$ cat src/rtl/jk_bank_ctrl_pkg.sv
// Purpose: shared types for the JK bank controller (opcodes, FSM states, JK actions).
// Latency: n/a (types and constants only).
// Backpressure: n/a.
package jk_ctrl_pkg;

    // Command opcodes as carried on cmd_op.
    typedef enum logic [2:0] {
        OP_HOLD   = 3'd0,
        OP_CLEAR  = 3'd1,
        OP_SET    = 3'd2,
        OP_LOAD   = 3'd3,
        OP_TOGGLE = 3'd4,
        OP_UP     = 3'd5,
        OP_DOWN   = 3'd6,
        OP_RSVD   = 3'd7
    } op_e;

    // Controller FSM states.
    typedef enum logic [1:0] {
        ST_IDLE = 2'd0,
        ST_EXEC = 2'd1,
        ST_RUN  = 2'd2,
        ST_DONE = 2'd3
    } state_e;

    // Per-cell JK action encoding, packed as {j, k}.
    localparam logic [1:0] HOLD = 2'b00;
    localparam logic [1:0] RST  = 2'b01;
    localparam logic [1:0] SET  = 2'b10;
    localparam logic [1:0] TGL  = 2'b11;

endpackage

$ cat src/rtl/jk_bank_ctrl_if.sv
// Purpose: command channel into jk_bank_ctrl (valid/ready + op, data, step count).
// Latency: n/a (wiring only).
// Backpressure: cmd_ready from the slave; a command transfers when cmd_valid && cmd_ready.
// Ports: master drives cmd_valid/cmd_op/cmd_data/cmd_len, slave drives cmd_ready.
interface jk_bank_ctrl_if #(
    parameter int WIDTH = 8,
    parameter int CNT_W = 8
);
    logic             cmd_valid;
    logic             cmd_ready;
    logic [2:0]       cmd_op;
    logic [WIDTH-1:0] cmd_data;
    logic [CNT_W-1:0] cmd_len;

    modport master (
        output cmd_valid,
        output cmd_op,
        output cmd_data,
        output cmd_len,
        input  cmd_ready
    );

    modport slave (
        input  cmd_valid,
        input  cmd_op,
        input  cmd_data,
        input  cmd_len,
        output cmd_ready
    );
endinterface

$ cat src/rtl/jk_bank_ctrl_cell.sv
// Purpose: single JK flip-flop cell (00 hold, 01 reset, 10 set, 11 toggle).
// Latency: q updates on the rising edge following j/k.
// Backpressure: none.
// Ports: clk, reset (sync, active-high, q->0), j, k, q.
module jk_cell (
    input  logic clk,
    input  logic reset,
    input  logic j,
    input  logic k,
    output logic q
);
    always_ff @(posedge clk) begin
        if (reset) begin
            q <= 1'b0;
        end else begin
            case ({j, k})
                2'b01:   q <= 1'b0;
                2'b10:   q <= 1'b1;
                2'b11:   q <= ~q;
                default: q <= q;
            endcase
        end
    end
endmodule

$ cat src/rtl/jk_bank_ctrl.sv
// Purpose: command-driven sequencer for a bank of WIDTH JK cells (clear/set/load/toggle/hold/count).
// Latency: single-step op updates q one edge after accept, done the cycle after; count of L steps ends at accept+L.
// Backpressure: cmd_ready only in IDLE; commands offered while busy wait at the source, nothing is buffered.
// Ports: clk, reset (sync, active-high), cmd (slave command channel), q (bank state), busy, done (1-cycle pulse).
module jk_bank_ctrl
    import jk_ctrl_pkg::*;
#(
    parameter int WIDTH = 8,
    parameter int CNT_W = 8
) (
    input  logic             clk,
    input  logic             reset,
    jk_bank_ctrl_if.slave    cmd,
    output logic [WIDTH-1:0] q,
    output logic             busy,
    output logic             done
);

    state_e           state_q, state_d;
    op_e              op_q, op_d;
    logic [WIDTH-1:0] data_q, data_d;
    logic [CNT_W-1:0] cnt_q, cnt_d;

    logic [WIDTH-1:0] j, k;
    logic [WIDTH-1:0] tgl_up, tgl_dn;
    logic             accept;
    op_e              cmd_op;

    assign cmd_op        = op_e'(cmd.cmd_op);
    assign cmd.cmd_ready = (state_q == ST_IDLE);
    assign accept        = cmd.cmd_valid && cmd.cmd_ready;
    assign busy          = (state_q == ST_EXEC) || (state_q == ST_RUN);
    assign done          = (state_q == ST_DONE);

    // Bit i toggles when every lower bit is 1 (up) or every lower bit is 0 (down);
    // bit 0 has an empty lower range and so always toggles.
    always_comb begin
        logic all_one;
        logic all_zero;
        all_one  = 1'b1;
        all_zero = 1'b1;
        tgl_up   = '0;
        tgl_dn   = '0;
        for (int i = 0; i < WIDTH; i++) begin
            tgl_up[i] = all_one;
            tgl_dn[i] = all_zero;
            all_one   = all_one & q[i];
            all_zero  = all_zero & ~q[i];
        end
    end

    // Next state, latched command fields and per-cell JK actions.
    always_comb begin
        logic [1:0] act;
        state_d = state_q;
        op_d    = op_q;
        data_d  = data_q;
        cnt_d   = cnt_q;
        j       = '0;
        k       = '0;
        act     = HOLD;

        case (state_q)
            ST_IDLE: begin
                if (accept) begin
                    op_d   = cmd_op;
                    data_d = cmd.cmd_data;
                    cnt_d  = cmd.cmd_len;
                    if (cmd_op == OP_UP || cmd_op == OP_DOWN) begin
                        // A zero-length count completes without touching q.
                        state_d = (cmd.cmd_len == '0) ? ST_DONE : ST_RUN;
                    end else begin
                        state_d = ST_EXEC;
                    end
                end
            end

            ST_EXEC: begin
                for (int i = 0; i < WIDTH; i++) begin
                    case (op_q)
                        OP_CLEAR:  act = RST;
                        OP_SET:    act = SET;
                        OP_LOAD:   act = data_q[i] ? SET : RST;
                        OP_TOGGLE: act = data_q[i] ? TGL : HOLD;
                        default:   act = HOLD;  // HOLD and the reserved opcode
                    endcase
                    j[i] = act[1];
                    k[i] = act[0];
                end
                state_d = ST_DONE;
            end

            ST_RUN: begin
                for (int i = 0; i < WIDTH; i++) begin
                    if (op_q == OP_UP) begin
                        act = tgl_up[i] ? TGL : HOLD;
                    end else begin
                        act = tgl_dn[i] ? TGL : HOLD;
                    end
                    j[i] = act[1];
                    k[i] = act[0];
                end
                cnt_d = cnt_q - CNT_W'(1);
                // cnt_q == 1 means this cycle performs the last step.
                if (cnt_q == CNT_W'(1)) begin
                    state_d = ST_DONE;
                end
            end

            ST_DONE: begin
                state_d = ST_IDLE;
            end

            default: begin
                state_d = ST_IDLE;
            end
        endcase
    end

    always_ff @(posedge clk) begin
        if (reset) begin
            state_q <= ST_IDLE;
            op_q    <= OP_HOLD;
            data_q  <= '0;
            cnt_q   <= '0;
        end else begin
            state_q <= state_d;
            op_q    <= op_d;
            data_q  <= data_d;
            cnt_q   <= cnt_d;
        end
    end

    for (genvar g = 0; g < WIDTH; g++) begin : g_cell
        jk_cell u_cell (
            .clk   (clk),
            .reset (reset),
            .j     (j[g]),
            .k     (k[g]),
            .q     (q[g])
        );
    end

endmodule

$ cat src/flat_wrapper.sv
// flat-port wrapper written by rule: the top's interface ports become plain ports
module jk_bank_ctrl_flat import jk_ctrl_pkg::*;
#(
    parameter int WIDTH = 8,
    parameter int CNT_W = 8
)
  (clk, reset, q, busy, done, cmd_cmd_valid, cmd_cmd_op, cmd_cmd_data, cmd_cmd_len, cmd_cmd_ready);
  jk_bank_ctrl_if #(.WIDTH(WIDTH), .CNT_W(CNT_W)) cmd_i ();
  input  logic clk;
  input  logic reset;
  output logic [WIDTH-1:0] q;
  output logic busy;
  output logic done;
  input wire logic [$bits(cmd_i.cmd_valid)-1:0] cmd_cmd_valid;
  input wire logic [$bits(cmd_i.cmd_op)-1:0] cmd_cmd_op;
  input wire logic [$bits(cmd_i.cmd_data)-1:0] cmd_cmd_data;
  input wire logic [$bits(cmd_i.cmd_len)-1:0] cmd_cmd_len;
  output wire logic [$bits(cmd_i.cmd_ready)-1:0] cmd_cmd_ready;
  assign cmd_i.cmd_valid = cmd_cmd_valid;
  assign cmd_i.cmd_op = cmd_cmd_op;
  assign cmd_i.cmd_data = cmd_cmd_data;
  assign cmd_i.cmd_len = cmd_cmd_len;
  assign cmd_cmd_ready = cmd_i.cmd_ready;
  jk_bank_ctrl #(.WIDTH(WIDTH), .CNT_W(CNT_W)) u_core (.clk(clk), .reset(reset), .cmd(cmd_i), .q(q), .busy(busy), .done(done));
endmodule
$ cat config.mk
export PLATFORM = sky130hd
export DESIGN_NAME = jk_bank_ctrl_flat
export DESIGN_NICKNAME = d
export VERILOG_FILES = /design/src/rtl/jk_bank_ctrl_pkg.sv /design/src/rtl/jk_bank_ctrl_if.sv /design/src/rtl/jk_bank_ctrl_cell.sv /design/src/rtl/jk_bank_ctrl.sv /design/src/flat_wrapper.sv
export SDC_FILE = /design/constraint.sdc
export NUM_CORES = 1
export LEC_CHECK = 0
export CAP_MARGIN = 15
export CELL_PAD_IN_SITES_DETAIL_PLACEMENT = 1
export CELL_PAD_IN_SITES_GLOBAL_PLACEMENT = 1
export CORE_MARGIN = 2
export CORE_UTILIZATION = 40
export DETAILED_ROUTE_END_ITERATION = 16
export PLACE_DENSITY_LB_ADDON = 0.1
export SYNTH_ARGS = -nofsm -noshare
export SYNTH_HDL_FRONTEND = slang
export SYNTH_HIERARCHICAL = 1
export SYNTH_SLANG_ARGS = --single-unit
export TNS_END_PERCENT = 30
$ cat constraint.sdc
create_clock -name clk -period 3.5 [get_ports clk]
set_clock_uncertainty 0.15 [all_clocks]
set_input_delay 0.875 -clock clk [delete_from_list [all_inputs] [get_ports clk]]
set_output_delay 0.875 -clock clk [all_outputs]
set_load 0.05 [all_outputs]
==> results.md <==
- Worst Path Required: 2.47 ns
- Initial core utilization: 41.6%
- Later-pin clock latency in the skew report: 0.28 ns
- Hpwl dp: 3800 µm
- Share of cells above drive strength 1: 5.67%
- First-pass GRT wire length: 9090 µm
- CTS tree: yes
- Area occupied by registers: 581 µm²
- Most frequent cells after synthesis: nand2_1 (42), a21oi_1 (37), dfxtp_1 (29), o21ai_0 (24), nor2_1 (22)
- Multi-input logic area: 1150 µm²
- Largest net degree at the start of global routing: 24
- Cell Rows: 24
- Syn_nets: 279
- Crit path max fanout: 6
- # clock sinks: 29
- NetSw: 768 µW
- Fin nets: 311
- Synthesized instance count: 250
- Crit path cell chain: inv_1 > ha_1 > clkdlybuf4s50_1
- Hold_buf cts: 0
- RSZ-0062 raised after global routing: no
- Final Setup Violations: 0
- Status: complete, no violations
- Die ar.: 5080 µm²
- Filler-free cell count of the finished design: 334
- Largest family of logic cells by synthesized area: compound AO/OA/AOI/OAI gates
- Synth Area per Inst: 7.24 µm²
- Vias in the first global route: 1,867
- Synth warn: 6
- Hold crit path type: flip-flop to flip-flop
- Top FF cell, synth: dfxtp_1
- Placeable Area: 4350 µm²
- Worst-margin pin slew: 0.866 ns
- CTS Buf Count: 5
- Pre-CTS setup slack: 0.700 ns
- Pwr dens: 739 nW/µm²
- Detailed Route WL: 5150 µm
- Post-synth EDFFs: 0
- Chip Height: 71.3 µm
- Port bufs: 32
- Postcts setup bufs: 0
- Vias/cell: 5.71
- Initial DRT Pass Iterations: 4
- Clock power frac: 16.9%
- Reg clk slew, reported paths: 0.06 ns
- Util after Layout: 51.9%
- Leakage power: 0.784 nW
- Fmax: 327 MHz
- Yosys top cell by area: dfxtp_1
- Worst path max stage delay: 0.86 ns
- Clock Tree Buf Depth: 2
- Antenna viol nets, final: 0
- Diode count: 0
- Initial antenna violation count: 0
- Hold Vio Cnt, Final: 0
- Most frequent cell after synthesis: nand2_1
- Flip-flop and latch count after synthesis: 29
- Tmin final: 3.06 ns
- CTS root buffer: clkbuf_8
- Fraction of registers with async set/reset: 0%
- Period utilization: 87.4%
- Xor and xnor area share after synthesis: 1.45%
- Power share of the sequential group: 31.8%
- Maximum vdd ir drop: 0.000456 V
- Slowest CP cell: clkdlybuf4s50_1
- Avg WL per Cell: 15.4 µm
- Crit path kind: flip-flop to primary output
- Max-cap viol count: 0
- Sequential cell area fraction in the yosys report: 32.1%
- Die W: 71.3 µm
- Setup ws final: 0.442 ns
- Final Slew Violations: 0
- Congestion Overflow GR: 0
- Drt drc: 0
- Comb power frac: 51.3%
- Switching part of the total: 46.0%
- Setup tns final: 0 ns
- Routability cong.: 0.770
- Placed insts: 327
- Synth top area cells: dfxtp_1 (32%), a21oi_1 (10%), nand2_1 (8.7%)
- Synth cell types: 42
- Simple-gate share of the synthesized area: 27.5%
- Fillers: 564
- Synth Cell Area: 1810 µm²
- # IOs: 33
- Startpoint types: flip-flop
- Via count: 1,908
- Worst Path Arrival: 2.03 ns
- H-tree lvl count: 2
- Post-synthesis mux area share: 0.553%
- Post-synthesis adder-cell area fraction: 4.84%
- Post-synthesis compound-gate area fraction: 29.5%
- Initial DRC count: 131
- GRT Total Usage: 22.2%
- CP Capture Type: primary output
- Syn-to-layout area delta: 24.9%
- Top cell type's share of synthesized area: 32.1%
- Pint: 902 µW
- Post-CTS sizing: 0
- Worst slew margin: 40.6%
layout by cell type, fill, tap and decap left out, types with 2 or more instances in the layout:
| master | count |
|---|---|
| nand3b_1 | 2 |
| nand3_1 | 2 |
| a21oi_1 | 37 |
| o21ai_0 | 24 |
| o22ai_1 | 3 |
| nor3_1 | 9 |
| buf_4 | 3 |
| nor2_1 | 22 |
| nor4_1 | 4 |
| nand2b_1 | 3 |
| nor2b_1 | 6 |
| dfxtp_1 | 29 |
| clkbuf_8 | 6 |
| a211oi_1 | 12 |
| a22o_1 | 4 |
| clkdlybuf4s50_1 | 32 |
| nand2_1 | 42 |
| ha_1 | 7 |
| inv_1 | 7 |
| xnor2_1 | 3 |
| or3_1 | 3 |
state kept, by name (all words and copies together) (netlist names):
name / flops
u_core/cnt_q: 8
u_core/data_q: 8
u_core/g_cell.u_cell/q: 8
u_core/op_q: 3
u_core/state_q: 2
metal layers:
layer  vias up  GRT usage, %  routed length, µm
li1        958             -                  -
met1       899          32.7               2610
met2        45          33.3               2200
met3         6          4.78                284
met4         0          5.03                 52
met5         -             0                  0
layout make-up:
| cell class | instances | area share [%] |
|---|---|---|
| clock buffer | 7 | 3.82 |
| timing repair buffer | 35 | 15.2 |
| multi-input combinational | 203 | 51.1 |
| tap | 52 | 2.88 |
| inverter | 8 | 1.33 |
| sequential | 29 | 25.7 |
worst paths after layout:
| check | to | from | slack (ns) | cells after the start |
|---|---|---|---|---|
| hold reg to reg | u_core/g_cell[7].u_cell/q | u_core/g_cell[7].u_cell/q | 0.34 | 1 |
| hold / removal | u_core/g_cell[7].u_cell/q | u_core/g_cell[7].u_cell/q | 0.34 | 1 |
| setup / recovery | busy | u_core/state_q[0] | 0.44 | 3 |
| setup reg to reg | u_core/cnt_q[0] | u_core/state_q[1] | 1.28 | 6 |
critical path: cells and delay by family, from the launching register on:
family	cells	cell delay [ns]
buf+inv	2	0.96
flops	1	0.39
fa+ha+maj	1	0.40
per-stage QoR:
stage	power (mW)	hold WS [ns]	instance area [µm²]
after CTS	1.68	0.344	2260
final	1.67	0.340	2260
after global placement	1.37	0.303	2170
after floorplan	1.14	0.308	1810
after detailed placement	1.39	0.327	2170
after global routing	1.81	0.367	2260
cell families after synthesis:
logic type                 count (synthesis)
adders and majority gates                  7
DFF                                       29
xor gates and xnor gates                   3
and+or+nand+nor                          103
AOI/OAI and AO/OA                         89
muxes                                      1
buffers and inverters                     18
power groups by stage:
stage	Sequential [mW]	Clock [mW]	Combinational [mW]
5_1_grt	0.553	0.307	0.953
2_1_floorplan	0.583	0	0.556
4_1_cts	0.531	0.290	0.859
6_report	0.532	0.282	0.856
3_3_place_gp	0.531	0	0.838
3_5_place_dp	0.538	0	0.852
(Power assumes the default switching activity.)
